File: src/rtl/pio_tctrl_pkg.sv
// rtl/pio_tctrl_pkg.sv - shared state encodings and defaults for the PIO timing controller
package pio_tctrl_pkg;

    localparam int TWIDTH_DEF = 8;

    typedef enum logic [1:0] {
        ST_IDLE = 2'd0,
        ST_T1   = 2'd1,
        ST_T2   = 2'd2,
        ST_TEOC = 2'd3
    } state_e;

endpackage

File: src/rtl/pio_tctrl_ud_cnt.sv
// rtl/pio_tctrl_ud_cnt.sv - loadable up/down timing counter
// Ports:
//   clk, nReset (async active-low), rst (sync active-high, loads resd)
//   cnt_en, rci  both must be high for the counter to step
//   ud           1=count up, 0=count down
//   nld          active-low parallel load of d; overrides counting
//   q            current count
module ud_cnt #(
    parameter int SIZE = 8
) (
    input  logic            clk,
    input  logic            nReset,
    input  logic            rst,
    input  logic            cnt_en,
    input  logic            ud,
    input  logic            nld,
    input  logic            rci,
    input  logic [SIZE-1:0] d,
    input  logic [SIZE-1:0] resd,
    output logic [SIZE-1:0] q
);

    always_ff @(posedge clk or negedge nReset) begin
        if (!nReset) begin
            q <= '0;
        end else if (rst) begin
            q <= resd;
        end else if (!nld) begin
            q <= d;
        end else if (cnt_en && rci) begin
            q <= ud ? q + 1'b1 : q - 1'b1;
        end
    end

endmodule

File: src/rtl/pio_tctrl.sv
// rtl/pio_tctrl.sv - ATA PIO access sequencer (T1 / T2 / TEOC) driving DIOR/DIOW
// Ports:
//   clk, nReset (async active-low), rst (sync active-high, aborts an access)
//   go, we                 start an access; we and timings are sampled only on acceptance
//   T1, T2, Teoc           phase lengths minus one
//   IORDY_en, IORDY        optional device wait at the end of T2 (IORDY is asynchronous)
//   busy, oe, DIOR, DIOW   registered phase outputs
//   dstrb, done            one-cycle pulses: read capture, access complete
import pio_tctrl_pkg::*;

module pio_tctrl #(
    parameter int TWIDTH = TWIDTH_DEF
) (
    input  logic              clk,
    input  logic              nReset,
    input  logic              rst,
    input  logic              go,
    input  logic              we,
    input  logic [TWIDTH-1:0] T1,
    input  logic [TWIDTH-1:0] T2,
    input  logic [TWIDTH-1:0] Teoc,
    input  logic              IORDY_en,
    input  logic              IORDY,
    output logic              busy,
    output logic              oe,
    output logic              DIOR,
    output logic              DIOW,
    output logic              dstrb,
    output logic              done
);

    state_e            state_q, state_d;
    logic              we_q;
    logic [TWIDTH-1:0] t2_q, teoc_q;
    logic              iordy_s1_q, iordy_s_q;
    logic [TWIDTH-1:0] cnt_q, cnt_d;
    logic              cnt_ld;
    logic              cnt_zero;
    logic              accept;
    logic              we_d;

    assign cnt_zero = (cnt_q == '0);
    assign accept   = (state_q == ST_IDLE) && go;
    // Outputs are registered from the next state, so the access direction
    // must already reflect a go being accepted this cycle.
    assign we_d     = accept ? we : we_q;

    // The counter is reloaded whenever it sits at zero (and throughout IDLE),
    // so it never wraps and holds at zero during an IORDY wait.
    always_comb begin
        state_d = state_q;
        cnt_ld  = 1'b0;
        cnt_d   = '0;
        case (state_q)
            ST_IDLE: begin
                cnt_ld = 1'b1;
                if (go) begin
                    state_d = ST_T1;
                    cnt_d   = T1;
                end
            end
            ST_T1: begin
                if (cnt_zero) begin
                    cnt_ld  = 1'b1;
                    cnt_d   = t2_q;
                    state_d = ST_T2;
                end
            end
            ST_T2: begin
                if (cnt_zero) begin
                    cnt_ld = 1'b1;
                    if (!IORDY_en || iordy_s_q) begin
                        cnt_d   = teoc_q;
                        state_d = ST_TEOC;
                    end
                end
            end
            ST_TEOC: begin
                if (cnt_zero) begin
                    cnt_ld  = 1'b1;
                    state_d = ST_IDLE;
                end
            end
            default: begin
                cnt_ld  = 1'b1;
                state_d = ST_IDLE;
            end
        endcase
    end

    always_ff @(posedge clk or negedge nReset) begin
        if (!nReset) begin
            state_q    <= ST_IDLE;
            we_q       <= 1'b0;
            t2_q       <= '0;
            teoc_q     <= '0;
            iordy_s1_q <= 1'b0;
            iordy_s_q  <= 1'b0;
            busy       <= 1'b0;
            oe         <= 1'b0;
            DIOR       <= 1'b0;
            DIOW       <= 1'b0;
            dstrb      <= 1'b0;
            done       <= 1'b0;
        end else if (rst) begin
            state_q    <= ST_IDLE;
            we_q       <= 1'b0;
            t2_q       <= '0;
            teoc_q     <= '0;
            iordy_s1_q <= 1'b0;
            iordy_s_q  <= 1'b0;
            busy       <= 1'b0;
            oe         <= 1'b0;
            DIOR       <= 1'b0;
            DIOW       <= 1'b0;
            dstrb      <= 1'b0;
            done       <= 1'b0;
        end else begin
            state_q    <= state_d;
            iordy_s1_q <= IORDY;
            iordy_s_q  <= iordy_s1_q;
            if (accept) begin
                we_q   <= we;
                t2_q   <= T2;
                teoc_q <= Teoc;
            end
            busy  <= (state_d != ST_IDLE);
            oe    <= we_d && (state_d != ST_IDLE);
            DIOR  <= (state_d == ST_T2) && !we_d;
            DIOW  <= (state_d == ST_T2) && we_d;
            dstrb <= (state_q == ST_T2) && (state_d == ST_TEOC) && !we_q;
            done  <= (state_q == ST_TEOC) && (state_d == ST_IDLE);
        end
    end

    ud_cnt #(
        .SIZE(TWIDTH)
    ) u_cnt (
        .clk    (clk),
        .nReset (nReset),
        .rst    (rst),
        .cnt_en (1'b1),
        .ud     (1'b0),
        .nld    (!cnt_ld),
        .rci    (1'b1),
        .d      (cnt_d),
        .resd   ('0),
        .q      (cnt_q)
    );

endmodule

File: config.mk
export PLATFORM = sky130hd
export DESIGN_NAME = pio_tctrl
export DESIGN_NICKNAME = d
export VERILOG_FILES = /design/src/rtl/pio_tctrl_pkg.sv /design/src/rtl/pio_tctrl_ud_cnt.sv /design/src/rtl/pio_tctrl.sv
export SDC_FILE = /design/constraint.sdc
export NUM_CORES = 1
export LEC_CHECK = 0
export ABC_CLOCK_PERIOD_IN_PS = 6500
export CORE_MARGIN = 2
export CORE_UTILIZATION = 53
export CTS_CLUSTER_SIZE = 8
export DETAILED_ROUTE_END_ITERATION = 8
export GPL_TIMING_DRIVEN = 1
export PLACE_DENSITY = 0.88
export REMOVE_ABC_BUFFERS = 1
export SLEW_MARGIN = 10
export SYNTH_ARGS = -nofsm -noshare
export SYNTH_HDL_FRONTEND = slang
export SYNTH_HIERARCHICAL = 1
export SYNTH_SLANG_ARGS = --single-unit
File: constraint.sdc
create_clock -name clk -period 6.5 [get_ports clk]
set_clock_uncertainty 0.05 [all_clocks]
set_input_delay 1.625 -clock clk [delete_from_list [all_inputs] [get_ports clk]]
set_output_delay 1.625 -clock clk [all_outputs]
set_load 0.02 [all_outputs]
== Word level (Yosys, flattened, before mapping) ==
Index checks and enable logic that the tools add are counted.
Storage, ports and cells
  register bits: 35
  output and inout bits: 6
  word-level logic and storage cells: 66
Operators by class
  add/sub/neg operators: 1
  equal/unequal tests: 5
  muxes and demuxes: 30
  reduce and logical (&&, ||, !) cells: 17
Operators with widths (number)
  8-bit 2-to-1 mux: 10
  8-bit one-hot mux with 3 select lines: 1
  2-bit 2-to-1 mux: 6
  1-bit 2-to-1 mux: 11
  2-bit == test, second input constant: 4
  8-bit zero test: 1
  2-bit one-hot mux with 4 select lines: 1
  8-bit by 1-bit subtractor with 8-bit output, second input constant: 1
  1-bit logical AND: 7
  2-bit zero test: 2
  2-bit nonzero test: 2
  1-bit zero test: 3
  3-bit OR reduction: 1
  2-bit by 1-bit == test with 1-bit output, second input constant: 1
  1-bit one-hot mux with 2 select lines: 1
  1-bit logical OR: 1

== Depth between registers and ports, before layout ==
  depth in word-level cells: 9
  gate-level depth with buffers: 9
  gate-level depth less buffers: 8

== Hierarchy ==
The synthesis kept the hierarchy.
By module, submodules not included
  pio_tctrl: instances 1, cells each 151, area an instance 1388.8 um^2
  ud_cnt: instances 1, cells each 96, area an instance 785.8 um^2

== Worst setup path after synthesis ==
No wires, ideal clock.
  kind: input to register
  from: input port go
  to: register u_cnt.q[6]
  library setup time: 0.131 ns
  arrival time: 2.661 ns
  required time: 6.319 ns
  setup slack: 3.658 ns
  cell stages on the path: 8
  buffers on the path: 1
  path through: nor3b_4 -> buf_2 -> nand2_1 -> o221ai_1 -> nand2b_1 -> a21oi_1 -> a2111oi_0 -> nand2_1
Between the ends
  longest elaborated chain between the ends: 4
RTL lines
  start, declared: line pio_tctrl.sv:17  | input logic go,
  8-bit 2-to-1 mux: line pio_tctrl.sv:57  | if (go) begin
  8-bit one-hot mux with 3 select lines: line pio_tctrl.sv:54  | case (state_q)
  via cnt_d[6]: line pio_tctrl.sv:36  | logic [TWIDTH-1:0] cnt_q, cnt_d;
  8-bit 2-to-1 mux: line pio_tctrl_ud_cnt.sv:28  | end else if (!nld) begin
  8-bit 2-to-1 mux: line pio_tctrl_ud_cnt.sv:26  | end else if (rst) begin
  end signal, assigned: line pio_tctrl_ud_cnt.sv:27  | q <= resd;
  end signal, assigned: line pio_tctrl_ud_cnt.sv:31  | q <= ud ? q + 1'b1 : q - 1'b1;
  end, declared: line pio_tctrl_ud_cnt.sv:20  | output logic [SIZE-1:0] q
The timed path passes the listed nets, and every way through them passes these cells.
A chain may end at the register's enable or synchronous reset.

== Worst setup path after layout ==
  from: input port go
  to: register u_cnt.q[5]
Same word-level chain as after synthesis.

==> metrics.log <==
[metrics] post-place setup slack: 2.66 ns
[metrics] clock network fraction of design power: 34.1%
[metrics] Post-CTS Setup Bufs: 0
[metrics] RR Endpoint: u_cnt/q[6]$_DFFE_PN0P_
[metrics] Clock Latency Late Sink: 0.29 ns
[metrics] post-synthesis cell type with the largest combined area: dfrtp_1
[metrics] count of endpoints failing hold in the final timing report: 0
[metrics] drt drc: 0
[metrics] worst setup path startpoint: go
[metrics] # diodes: 0
[metrics] highest fanout seen on the critical path: 26
[metrics] die height: 68.1 um
[metrics] Peak supply drop: 152 uV
[metrics] Post-DP HPWL: 3.08 mm
[metrics] PwrDens: 209 nW/um2
[metrics] number of antenna violations at the first check in global routing: 0
[metrics] die boundary width: 68.1 um
[metrics] number of setup violations in the final report: 0
[metrics] share of the clock period used by the worst path: 53.8%
[metrics] Clock Path Buffers: 2
[metrics] number of gates resized after CTS: 0
[metrics] Mapped Area: 2170 um2
[metrics] sequential share of the synthesized area: 40.3%
[metrics] clock buffer count from CTS: 5
[metrics] Setup CP Type: input port to flip-flop
[metrics] unrepaired setup endpoints after global routing: false
[metrics] via-per-instance ratio: 5.41
[metrics] TritonCTS sink count: 35
[metrics] switching share of power: 28.5%
[metrics] average routed wire per standard cell: 12.8 um
[metrics] post-route setup slack: 3.00 ns
[metrics] final design area excluding fillers: 2700 um2
[metrics] placed cells: 337
[metrics] synthesis warning total: 6
[metrics] clock transition at the registers of the reported paths: 0.07 ns
[metrics] grt ovf: 0
[metrics] most common cell after layout, fill and taps aside: nand2_1
[metrics] combinational group share of total power: 22.0%
[metrics] cell depth of the worst hold path: 1
[metrics] top cell type's share of synthesized area: 40.3%
[metrics] internal power consumption: 402 uW
[metrics] CTS tree: built
[metrics] net total in the final layout: 332
[metrics] end point of the critical path: u_cnt/q[5]$_DFFE_PN0P_
[metrics] outcome: finished, final reports clean
[metrics] max-capacitance violation count: 0
[metrics] Antenna Violating Nets Remaining: 0
[metrics] dpl cell area: 2590 um2
[metrics] number of hold buffers added after CTS: 0
[metrics] number of violations reported at the end of detailed-routing iteration 0: 130
[metrics] arrival time at the worst endpoint: 3.65 ns
[metrics] share of layout cells above drive strength 1: 7.14%
[metrics] global placer's final weighted congestion: 0.873
[metrics] commonest cells after routing, fill and taps aside: nand2_1, clkdlybuf4s50_1, dfrtp_1, a21oi_1, inv_1
[metrics] detailed-router iteration count before antenna repair: 4
[metrics] count of vias placed by the detailed router: 1861
[metrics] max-slew violation count: 0
[metrics] register share of total power: 44.0%
[metrics] EDFF count, synth: 0
[metrics] final total negative setup slack: 0 ns
[metrics] number of core rows: 23
[metrics] ranking of synthesized cells by area: dfrtp_1, nand2_1, a21oi_1, o221ai_1, inv_1
[metrics] path type of the worst min-delay path: flip-flop to flip-flop
[metrics] Worst Path Required: 6.65 ns
[metrics] kind of end point of the critical path: flip-flop
[metrics] Placeable Area: 3970 um2
[metrics] worst-case headroom to the max-slew limit: 25.6%
[metrics] Final Non-Filler Cells: 344
[metrics] average cell area after synthesis: 8.80 um2
[metrics] Register-to-Register Setup Slack: 3.53 ns
[metrics] wire length of the first global-routing pass: 7.62 mm
[metrics] CP startpoint kind: input port
[metrics] pin count of the biggest net entering global routing: 45
[metrics] total wire length: 4.41 mm
[metrics] Leakage: 1.12 nW
[metrics] source of the worst register-to-register timing path: u_cnt/q[0]$_DFFE_PN0P_
[metrics] number of input and output port buffers inserted: 36
[metrics] worst slew pin tran: 1.12 ns
[metrics] boundary pin count: 37
[metrics] number of synthesized register bits: 35
[metrics] count of cells along the worst register-to-register path: 8
[metrics] Final min period: 3.50 ns
[metrics] gate count of the mapped netlist: 247
[metrics] effective utilization at floorplan: 54.8%
[metrics] achievable frequency: 286 MHz
[metrics] number of global-route vias before repair: 1805
[metrics] P_sw: 161 uW
[metrics] die area: 4630 um2
[metrics] proportion of register bits with asynchronous set or reset after synthesis: 100%
[metrics] Synth Flop Type: dfrtp_1
[metrics] number of distinct library cells after synthesis: 50
[metrics] All-Layer GR Usage: 22.1%
[metrics] H-tree Lvls: 2
[metrics] Layout area overhead: 23.9%
[metrics] cell chosen for the clock root: clkbuf_8
-- registers in the layout, indices dropped and copies added, names as in the netlist --
name	cells
iordy_s_q	1
DIOR	1
DIOW	1
iordy_s1_q	1
busy	1
teoc_q	8
we_q	1
dstrb	1
u_cnt/q	8
done	1
state_q	2
t2_q	8
oe	1
-- synthesized netlist by cell type (3+ instances only) --
master / count
a31oi_1: 3
nand3_1: 6
o221ai_1: 10
nor2b_1: 6
xor2_1: 3
ha_1: 6
a211oi_1: 3
dfrtp_1: 35
nand2_1: 51
inv_1: 21
nor3b_1: 3
clkbuf_1: 5
a21oi_1: 29
nor3_1: 3
nand2b_1: 3
nand4_1: 3
o21ai_0: 6
nor2_1: 4
buf_2: 5
-- metrics by stage --
step	util [%]	power [mW]	hold slack (ns)
after floorplan	-	0.327	0.375
after global placement	65.2	0.370	0.391
after detailed placement	65.2	0.375	0.402
after CTS	67.9	0.566	0.407
after global routing	67.9	0.591	0.426
final	67.9	0.563	0.405
-- area by class of cell --
cell class | count | area [um2]
clock buffers | 5 | 68.8
inverters | 21 | 78.8
well taps | 50 | 62.6
clock inverters | 2 | 37.5
multi-input cells | 193 | 1200
repair buffers | 38 | 375
flip-flops and latches | 35 | 876
fillers | 345 | 1280
-- cell families after synthesis --
group | Yosys count | share of synthesized area [%]
DFF | 35 | 40.3
adders and majority gates | 7 | 4.37
AOI/OAI and AO/OA | 65 | 19.2
buffers and inverters | 34 | 7.31
muxes | 3 | 1.44
and+or+nand+nor | 96 | 25.0
other | 2 | 0.345
xor gates and xnor gates | 5 | 2.01
-- critical path, cell delays in order --
cell,delay [ns]
clkdlybuf4s50_1,0.53
nor3b_4,0.80
nand2_1,0.13
o221ai_1,0.10
nor2b_1,0.17
a31oi_1,0.06
o221ai_1,0.22
-- how the worst min path moves through the flow --
| stage | start | end |
|---|---|---|
| 2_1_floorplan | we_q$_DFF_PN0_ | dstrb$_DFF_PN0_ |
| 5_1_grt | we_q$_DFF_PN0_ | dstrb$_DFF_PN0_ |
| 6_report | we_q$_DFF_PN0_ | dstrb$_DFF_PN0_ |
| 4_1_cts | we_q$_DFF_PN0_ | dstrb$_DFF_PN0_ |
| 3_3_place_gp | we_q$_DFF_PN0_ | dstrb$_DFF_PN0_ |
| 3_5_place_dp | we_q$_DFF_PN0_ | dstrb$_DFF_PN0_ |
-- power by group through the flow --
stage	clock [mW]	sequential (mW)	combinational (mW)
finish	0.192	0.248	0.124
global route	0.202	0.250	0.139
CTS	0.195	0.248	0.123
detailed placement	0	0.252	0.123
global placement	0	0.251	0.119
floorplan	0	0.249	0.0782
-- layer usage --
layer	part of all wire, %	GRT usage, %
met1	43	24.1
met2	51	41.5
met3	4.3	4.44
met4	1.8	9.00
met5	0	0
(Power assumes the default switching activity.)
